## src/rtl/dispatch_pkg.sv

```systemverilog
// dispatch_pkg: uop record, route encoding, ALUOp/opcode constants and head routing helper
package dispatch_pkg;

    typedef struct packed {
        logic [4:0] rs1;
        logic [4:0] rs2;
        logic [4:0] rd;
        logic [2:0] alu_op;
        logic [6:0] opcode;
        logic [2:0] func3;
        logic [6:0] func7;
        logic       fu_alu;
        logic       fu_mem;
        logic       fu_br;
    } uop_t;

    typedef enum logic [1:0] {ROUTE_ALU, ROUTE_MEM, ROUTE_BR, ROUTE_ILLEGAL} fu_route_e;

    localparam logic [2:0] ALUOP_LDST = 3'b000;
    localparam logic [2:0] ALUOP_BR   = 3'b001;
    localparam logic [2:0] ALUOP_R    = 3'b010;
    localparam logic [2:0] ALUOP_I    = 3'b011;
    localparam logic [2:0] ALUOP_LUI  = 3'b100;
    localparam logic [2:0] ALUOP_JALR = 3'b110;

    localparam logic [6:0] OPC_LOAD   = 7'b0000011;
    localparam logic [6:0] OPC_STORE  = 7'b0100011;
    localparam logic [6:0] OPC_OP_IMM = 7'b0010011;
    localparam logic [6:0] OPC_OP     = 7'b0110011;
    localparam logic [6:0] OPC_LUI    = 7'b0110111;
    localparam logic [6:0] OPC_BRANCH = 7'b1100011;
    localparam logic [6:0] OPC_JALR   = 7'b1100111;
    localparam logic [6:0] OPC_JAL    = 7'b1101111;

    // Branch wins over mem, mem over alu: stores and branches also carry fu_alu.
    function automatic fu_route_e route_of(uop_t u);
        return u.fu_br ? ROUTE_BR : u.fu_mem ? ROUTE_MEM : u.fu_alu ? ROUTE_ALU : ROUTE_ILLEGAL;
    endfunction

endpackage

```

## src/rtl/uop_fifo.sv

```systemverilog
// uop_fifo: in-order uop storage with separate count register for full/empty
//   clk, rst_n      clock, async active-low reset
//   flush           clears pointers and count at the next edge, dropping any push
//   push/din        write one uop (caller guarantees !full)
//   pop             drop the head (caller guarantees !empty)
//   dout            head uop, zero when empty
//   full/empty/count occupancy from registered state
module uop_fifo
    import dispatch_pkg::*;
#(
    parameter int DEPTH = 4
) (
    input  logic                       clk,
    input  logic                       rst_n,
    input  logic                       flush,
    input  logic                       push,
    input  uop_t                       din,
    input  logic                       pop,
    output uop_t                       dout,
    output logic                       full,
    output logic                       empty,
    output logic [$clog2(DEPTH):0]     count
);
    localparam int AW = $clog2(DEPTH);

    uop_t          mem_q [DEPTH];
    logic [AW-1:0] wptr_q, wptr_d, rptr_q, rptr_d;
    logic [AW:0]   cnt_q, cnt_d;

    always_comb begin
        wptr_d = flush ? '0 : wptr_q + AW'(push);
        rptr_d = flush ? '0 : rptr_q + AW'(pop);
        cnt_d  = flush ? '0 : cnt_q + (AW+1)'(push) - (AW+1)'(pop);
    end

    always_ff @(posedge clk or negedge rst_n) begin
        if (!rst_n) begin
            wptr_q <= '0;
            rptr_q <= '0;
            cnt_q  <= '0;
        end else begin
            wptr_q <= wptr_d;
            rptr_q <= rptr_d;
            cnt_q  <= cnt_d;
        end
    end

    always_ff @(posedge clk) begin
        if (push && !flush) mem_q[wptr_q] <= din;
    end

    assign empty = cnt_q == '0;
    assign full  = cnt_q == (AW+1)'(DEPTH);
    assign count = cnt_q;
    assign dout  = empty ? '0 : mem_q[rptr_q];

endmodule

```

## src/rtl/dispatch_router.sv

```systemverilog
// dispatch_router: buffers decoded uops and dispatches the head to the ALU, MEM or BR queue
//   clk, rst_n                 clock, async active-low reset
//   flush                      discard all buffered uops (illegal_cnt kept)
//   in_valid/in_ready, in_*    decoded uop input handshake and fields
//   out_uop                    head uop shared by all queues
//   alu/mem/br_valid, _ready   per-queue dispatch handshakes
//   illegal_cnt                saturating count of uops dropped for having no fu flag
module dispatch_router
    import dispatch_pkg::*;
#(
    parameter int DEPTH = 4,
    parameter int CNT_W = 16
) (
    input  logic             clk,
    input  logic             rst_n,
    input  logic             flush,
    input  logic             in_valid,
    output logic             in_ready,
    input  logic [4:0]       in_rs1,
    input  logic [4:0]       in_rs2,
    input  logic [4:0]       in_rd,
    input  logic [2:0]       in_alu_op,
    input  logic [6:0]       in_opcode,
    input  logic [2:0]       in_func3,
    input  logic [6:0]       in_func7,
    input  logic             in_fu_alu,
    input  logic             in_fu_mem,
    input  logic             in_fu_br,
    output uop_t             out_uop,
    output logic             alu_valid,
    input  logic             alu_ready,
    output logic             mem_valid,
    input  logic             mem_ready,
    output logic             br_valid,
    input  logic             br_ready,
    output logic [CNT_W-1:0] illegal_cnt
);
    uop_t                   in_uop;
    logic                   full, empty, push, pop, ill_pop;
    logic [$clog2(DEPTH):0] count;
    fu_route_e              route;
    logic [CNT_W-1:0]       ill_q, ill_d;

    assign in_uop = '{rs1: in_rs1, rs2: in_rs2, rd: in_rd, alu_op: in_alu_op, opcode: in_opcode,
                      func3: in_func3, func7: in_func7, fu_alu: in_fu_alu, fu_mem: in_fu_mem,
                      fu_br: in_fu_br};

    uop_fifo #(.DEPTH(DEPTH)) u_fifo (
        .clk   (clk),
        .rst_n (rst_n),
        .flush (flush),
        .push  (push),
        .din   (in_uop),
        .pop   (pop),
        .dout  (out_uop),
        .full  (full),
        .empty (empty),
        .count (count)
    );

    assign in_ready  = !full;
    assign push      = in_valid && in_ready;
    assign route     = route_of(out_uop);
    assign alu_valid = !empty && route == ROUTE_ALU;
    assign mem_valid = !empty && route == ROUTE_MEM;
    assign br_valid  = !empty && route == ROUTE_BR;
    // Illegal heads leave without any handshake so they never stall the stream.
    assign ill_pop   = !empty && route == ROUTE_ILLEGAL;
    assign pop       = (alu_valid && alu_ready) || (mem_valid && mem_ready) ||
                       (br_valid && br_ready) || ill_pop;

    always_comb ill_d = (ill_pop && !flush && !(&ill_q)) ? ill_q + 1'b1 : ill_q;

    always_ff @(posedge clk or negedge rst_n) begin
        if (!rst_n) ill_q <= '0;
        else        ill_q <= ill_d;
    end

    assign illegal_cnt = ill_q;

endmodule

```

## config.mk

```make
export PLATFORM = sky130hd
export DESIGN_NAME = dispatch_router
export DESIGN_NICKNAME = d
export VERILOG_FILES = /design/src/rtl/dispatch_pkg.sv /design/src/rtl/uop_fifo.sv /design/src/rtl/dispatch_router.sv
export SDC_FILE = /design/constraint.sdc
export NUM_CORES = 1
export LEC_CHECK = 0
export ABC_CLOCK_PERIOD_IN_PS = 7080
export BUFFER_PORTS_ARGS = -buffer_cell sky130_fd_sc_hd__buf_2
export CORE_MARGIN = 5
export CORE_UTILIZATION = 45
export DETAILED_ROUTE_END_ITERATION = 6
export HOLD_SLACK_MARGIN = 0.06
export PLACE_DENSITY = 0.65
export SYNTH_ARGS = -nofsm -noshare
export SYNTH_HDL_FRONTEND = slang
export SYNTH_SLANG_ARGS = --single-unit
export TNS_END_PERCENT = 30
```

## constraint.sdc

```tcl
create_clock -name clk -period 7.08 [get_ports clk]
set_input_delay 0.354 -clock clk [delete_from_list [all_inputs] [get_ports clk]]
set_output_delay 0.354 -clock clk [all_outputs]
set_load 0.02 [all_outputs]
```

### Word level (Yosys, flattened, before mapping)

Memories as Yosys holds them, arrays and structs flattened.
Index checks and enable logic that the tools add are counted.

| word-level totals | value |
|---|---|
| logic and storage cells | 44 |
| bits of input ports | 45 |
| bits in registers | 23 |
| bits in writable memories | 152 |
| memories | 1 |

| cells by class | value |
|---|---|
| reduce and logical (&&, ||, !) cells | 21 |
| muxes and demuxes | 9 |
| add/subtract/negate cells | 5 |
| equality and inequality tests | 4 |

Memory list:

| memory | depth | width | read ports | clocked after memory_dff | wr ports | RTL line | text |
|---|---|---|---|---|---|---|---|
| u_fifo.mem_q | 4 | 38 | 1 | 0 | 1 | uop_fifo.sv:26 | `uop_t mem_q [DEPTH];` |

Operators by type and width:

| operator | number |
|---|---|
| 38-bit two-way mux | 1 |
| 16-bit by 1-bit adder with 16-bit output, second input constant | 1 |
| 16-bit AND reduction | 1 |
| 1-bit logical AND | 11 |
| 2-bit two-way mux | 5 |
| 2-bit by 1-bit adder with 2-bit output | 2 |
| 2-bit == test, second input constant | 2 |
| 1-bit zero test | 4 |
| 3-bit by 1-bit adder with 3-bit output | 1 |
| 3-bit == test, second input constant | 1 |
| 3-bit zero test | 1 |
| 1-bit logical OR | 3 |
| 3-bit two-way mux | 1 |
| 3-bit by 1-bit subtractor with 3-bit output | 1 |
| 2-bit by 1-bit == test with 1-bit output, second input constant | 1 |
| 2-bit zero test | 1 |
| 1-bit two-way mux | 2 |

### Depth between registers and ports, before layout

| depth | value |
|---|---|
| word-level depth | 13 |
| depth in mapped cells | 13 |

### Cells and area by module

Synthesis repeated with hierarchy kept, for this count alone.

| second synthesis, totals | value |
|---|---|
| cells, all modules | 354 |
| area, all modules | 7033.0 um2 |

By module, submodules not included:

| module | seq. area each (um2) | area each (um2) | instances | cells an instance |
|---|---|---|---|---|
| uop_fifo | 4739.5 | 6140.9 | 1 | 273 |
| dispatch_router | 400.4 | 892.1 | 1 | 81 |

### Worst setup path before layout

Ideal clock, no wire load.

| timing | value |
|---|---|
| path type | register to register |
| start point | register u_fifo.cnt_q[2] (netlist: u_fifo.count[2]) |
| end point | memory u_fifo.mem_q[2][0] (netlist name) (enable) |
| path slack | 1.793 ns |
| arrival time | 4.746 ns |
| stages on the path, launching flop included | 4 |
| data required time | 6.538 ns |
| period minus slack after synthesis | 5.287 ns |
| cell sequence | dfrtp_1 > or3b_2 > nand2_1 > nor4b_1 |

| on the way | value |
|---|---|
| longest elaborated chain between the ends | 6 |

RTL lines:

| element | RTL line | text |
|---|---|---|
| from (decl) | uop_fifo.sv:28 | `logic [AW:0] cnt_q, cnt_d;` |
| from (signal assigned) | uop_fifo.sv:44 | `cnt_q <= cnt_d;` |
| 3-bit == test | uop_fifo.sv:53 | `assign full = cnt_q == (AW+1)'(DEPTH);` |
| 1-bit zero test | dispatch_router.sv:61 | `assign in_ready = !full;` |
| via in_ready | dispatch_router.sv:18 | `output logic in_ready,` |
| 1-bit logical AND | dispatch_router.sv:62 | `assign push = in_valid && in_ready;` |
| 1-bit logical AND | uop_fifo.sv:49 | `if (push && !flush) mem_q[wptr_q] <= din;` |
| 1-bit two-way mux | uop_fifo.sv:49 |  |
| 1-bit two-way mux (not written as such) | uop_fifo.sv:49 |  |
| to (decl) | uop_fifo.sv:26 |  |

The timed path passes the listed nets, and every way through them passes these cells.

### Worst setup path in the final report

| timing | value |
|---|---|
| start point | register u_fifo.rptr_q[1] |
| end point | register u_fifo.cnt_q[2] (netlist: u_fifo.count[2]) |

| on the way | value |
|---|---|
| longest elaborated chain between the ends | 13 |
| elaborated cells between the ends (all ways) | 21 |
| classes of those cells | add/sub (1); eq/ne (3); mux (5); reduce/logical (11); memory (1) |

RTL lines:

| element | RTL line | text |
|---|---|---|
| from (decl) | uop_fifo.sv:27 | `logic [AW-1:0] wptr_q, wptr_d, rptr_q, rptr_d;` |
| from (signal assigned) | uop_fifo.sv:43 | `rptr_q <= rptr_d;` |
| memory read 4 x 38 bit (*) | n/a |  |
| 38-bit two-way mux (*) | uop_fifo.sv:55 | `assign dout = empty ? '0 : mem_q[rptr_q];` |
| 2-bit two-way mux (2 in series) | dispatch_pkg.sv:37 | `return u.fu_br ? ROUTE_BR : u.fu_mem ? ROUTE_MEM : u.fu_alu ? ROUTE_ALU : ROUTE_ILLEGAL;` |
| 2-bit two-way mux (*) | dispatch_pkg.sv:37 |  |
| 2-bit by 1-bit == test with 1-bit output or 2-bit zero test (tied branches) | dispatch_router.sv:65, dispatch_router.sv:64 |  |
| 1-bit logical AND (on tied branches) | dispatch_router.sv:65, dispatch_router.sv:64 |  |
| 1-bit logical AND | dispatch_router.sv:69 | `assign pop = (alu_valid && alu_ready) \|\| (mem_valid && mem_ready) \|\|` |
| 1-bit logical OR (2 in series) | dispatch_router.sv:69 |  |
| 1-bit logical OR (*) | dispatch_router.sv:70 | `(br_valid && br_ready) \|\| ill_pop;` |
| 3-bit by 1-bit subtractor with 3-bit output (*) | uop_fifo.sv:33 | `cnt_d = flush ? '0 : cnt_q + (AW+1)'(push) - (AW+1)'(pop);` |
| 3-bit two-way mux (*) | uop_fifo.sv:33 |  |
| via u_fifo.cnt_d[2] | uop_fifo.sv:28 |  |

The timed path passes the listed nets; every way through them passes the cells marked *.
A chain may end at the register's enable or synchronous reset.

==> impl_metrics.yaml <==
drt:
  ant_nets: 0
  drt_first_pass_iters: 4
  drt-wirelength-per-cell_um: 19.5
  routed_wl_mm: 13.3
  avgViaCountPerCell: 5.36
  route.detailed.drc: 0
  via_count: 3652
  drtIter0Drc: 234
floorplan:
  boundaryPins: 103
  core_um2: 15200
  die_width_um: 135
  fp.dieH_um: 135
  num_rows: 45
  initial_core_util_pct: 46.0
  die_area_um2: 18100
cells_and_area:
  final_cell_mix: "edfxtp_1 (152), buf_2 (102), and2_1 (41)"
  layout-drive-gt1-share_pct: 38.5
  diodes: 0
  register_area_um2: 5140
  area.growth.synth_to_final_pct: 19.6
  fillers: 1202
  layout_commonest_cell: "edfxtp_1"
  layout.nets: 532
  multi_input_area_um2: 1790
timing:
  final_max_slew_viol_count: 0
  worst_slew_pin_slew_ps: 1070
  finalCriticalPeriod_ps: 3210
  skew_ps: 5.47
  finalHoldViolCount: 0
  finalCritPeriodShare_pct: 45.3
  maxSlewHeadroom_pct: 28.5
  fmax_mhz: 311
  rsz0062_at_grt: "false"
  setup_viol: 0
  setup_tns_ps: 0
job:
  drv_cap: 0
synth:
  synth_seq_cells: 175
  ys_seq_area_share_pct: 73.4
  synth_area_per_cell_um2: 19.1
  synth_fp_nets: 418
  synth_cell_type_count: 32
  ys_warn_count: 0
  syn-cell-area_um2: 7000
  synthCells: 367
worst_setup_path:
  path_class: "reg2reg"
  cp-end-kind: "flip-flop"
  regToRegSetupSlack_ps: 3870
  cp.arrival_ps: 3510
  crit-reg2reg-capture: "u_fifo.count[2]"
  cp-start-kind: "flip-flop"
  crit_required_ps: 7380
  crit_fanout: 40
  r2r_cells: 12
  r2r_start: "u_fifo.rptr_q[1]"
grt:
  grt_start_max_net_pins: 41
  antenna_found_initial: 1
  grt_util_all_layers_pct: 15.4
  grt-ovfl-total: 0
  grt_pass1_vias: 3740
  grt_pass1_wl_mm: 20.8
clock_network:
  clock_latency_ps: 420
  cts_setup_buffers: 0
  cts_root_buf: "clkbuf_16"
  htree_levels: 4
  cts_buffers: 17
  clkSinkCount: 175
  clockBufferDepth: 2
  cts_tree: "built"
  clkTransAtPathRegs_ps: 70
outcome:
  outcome: "completed"
power_and_ir_drop:
  vdd_ir_drop_max_mv: 0.205
  p_leak_uw: 0.00312
  power_uw: 2930
  power_density_nw_per_um2: 349
hold_path:
  min_from: "in_func3[0]"
  min_path_type: "in2reg"
  worstHoldPathCells: 1
  hold-path-endpoint: "u_fifo.mem_q[3][10]"
placed_design:
  hpwl_mm: 8.23
  place.port_buffers: 102
  routabilityCongestion: 0.758
[repair_timing]
item | 4_1_cts | 5_1_grt
hold buffers | 1 | 0
gates resized for setup | 0 | 0
hold endpoints to repair | 23 | 0
endpoints found under the setup margin | 0 | 0
[final cells by class]
class | count | share of cell area (%)
Sequential cell | 175 | 61.4
Multi-Input combinational cell | 172 | 21.4
Timing Repair Buffer | 110 | 6.85
Clock buffer | 17 | 5.08
Tap cell | 188 | 2.81
Clock inverter | 14 | 2.21
Inverter | 5 | 0.224
[worst max-delay path, cell delays in order (launching register included)]
cell and delay, ps:
dfrtp_2 1060, mux4_2 480, nor2_1 120, a21oi_1 50, o21a_1 170, nor2_1 140
ha_1 250, inv_1 60, ha_1 130, inv_1 50, fa_1 370, xnor2_1 160
nor2_1 50
[how the worst max path moves through the flow]
stage | startpoint | end | cells past startpoint
after global routing | u_fifo.rptr_q[1] | u_fifo.count[2] | 12
after CTS | u_fifo.rptr_q[1] | u_fifo.count[2] | 12
after detailed placement | u_fifo.rptr_q[1] | u_fifo.count[2] | 12
final | u_fifo.rptr_q[1] | u_fifo.count[2] | 12
after floorplan | u_fifo.count[2] | u_fifo.mem_q[2][0] | 3
after global placement | u_fifo.rptr_q[1] | u_fifo.count[2] | 12
[cells in the mapped netlist]
library cell,n,area (µm²)
edfxtp_1,152,4560
and2_1,41,257
mux4_2,39,878
dfrtp_1,23,576
nor2_1,15,56.3
xor2_1,15,131
clkbuf_1,8,30.0
nor3_1,8,40.0
and3_1,7,43.8
nand2_1,7,26.3
ha_1,5,62.6
inv_1,5,18.8
nand3_1,5,25.0
buf_2,4,20.0
nand4_1,4,25.0
nor2b_1,4,25.0
xnor2_1,4,35.0
nor4_1,3,18.8
nor4b_1,3,26.3
buf_1,2,7.51
nor3b_1,2,15.0
a21oi_1,1,5.00
a32oi_1,1,8.76
buf_6,1,11.3
fa_1,1,20.0
mux2_2,1,11.3
nand2_2,1,6.26
nor3_2,1,10.0
nor4_4,1,21.3
o21a_1,1,7.51
or3_1,1,6.26
or3b_2,1,8.76
[metrics by stage]
stage / util (%) / area (µm²) / setup slack [ps] / hold WS (ps) / std cells
after floorplan: - / 7000 / 1790 / 58.4 / 367
after global placement: 51.0 / 7750 / 3910 / 362 / 649
after detailed placement: 51.0 / 7750 / 3840 / 364 / 649
after CTS: 55.1 / 8370 / 3830 / 125 / 681
after global routing: 55.1 / 8370 / 3670 / 127 / 681
final: 55.1 / 8370 / 3870 / 144 / 681
[cells by family after synthesis]
group | Yosys count | synth area share [%]
compound gates | 3 | 0.304
xor+xnor | 19 | 2.38
fa+ha+maj | 6 | 1.18
buf+inv | 20 | 1.25
flops | 175 | 73.4
mux | 40 | 12.7
simple gates | 104 | 8.73
[state kept, by name, indices dropped and copies added, names as in the netlist]
name and count:
illegal_cnt 16, u_fifo.count 3, u_fifo.mem_q 152, u_fifo.rptr_q 2, u_fifo.wptr_q 2
[power by group]
part           switching [µW]  leakage, µW  total (µW)  internal (µW)
clock network             393     0.000297         953            560
registers                55.1      0.00168        1250           1190
logic                     421      0.00114         725            304
total                     869      0.00312        2930           2060
[routing by layer]
layer | vias to the layer above | routed length [µm] | track usage [%] | part of all wire, %
li1 | 1674 | - | - | -
met2 | 88 | 6540 | 24.5 | 49
met1 | 1873 | 5820 | 20.6 | 44
met4 | 2 | 206 | 5.77 | 1.6
met5 | - | 7 | 0 | 0.053
met3 | 15 | 691 | 4.25 | 5.2
No activity file was read; power rests on OpenSTA's default activity.
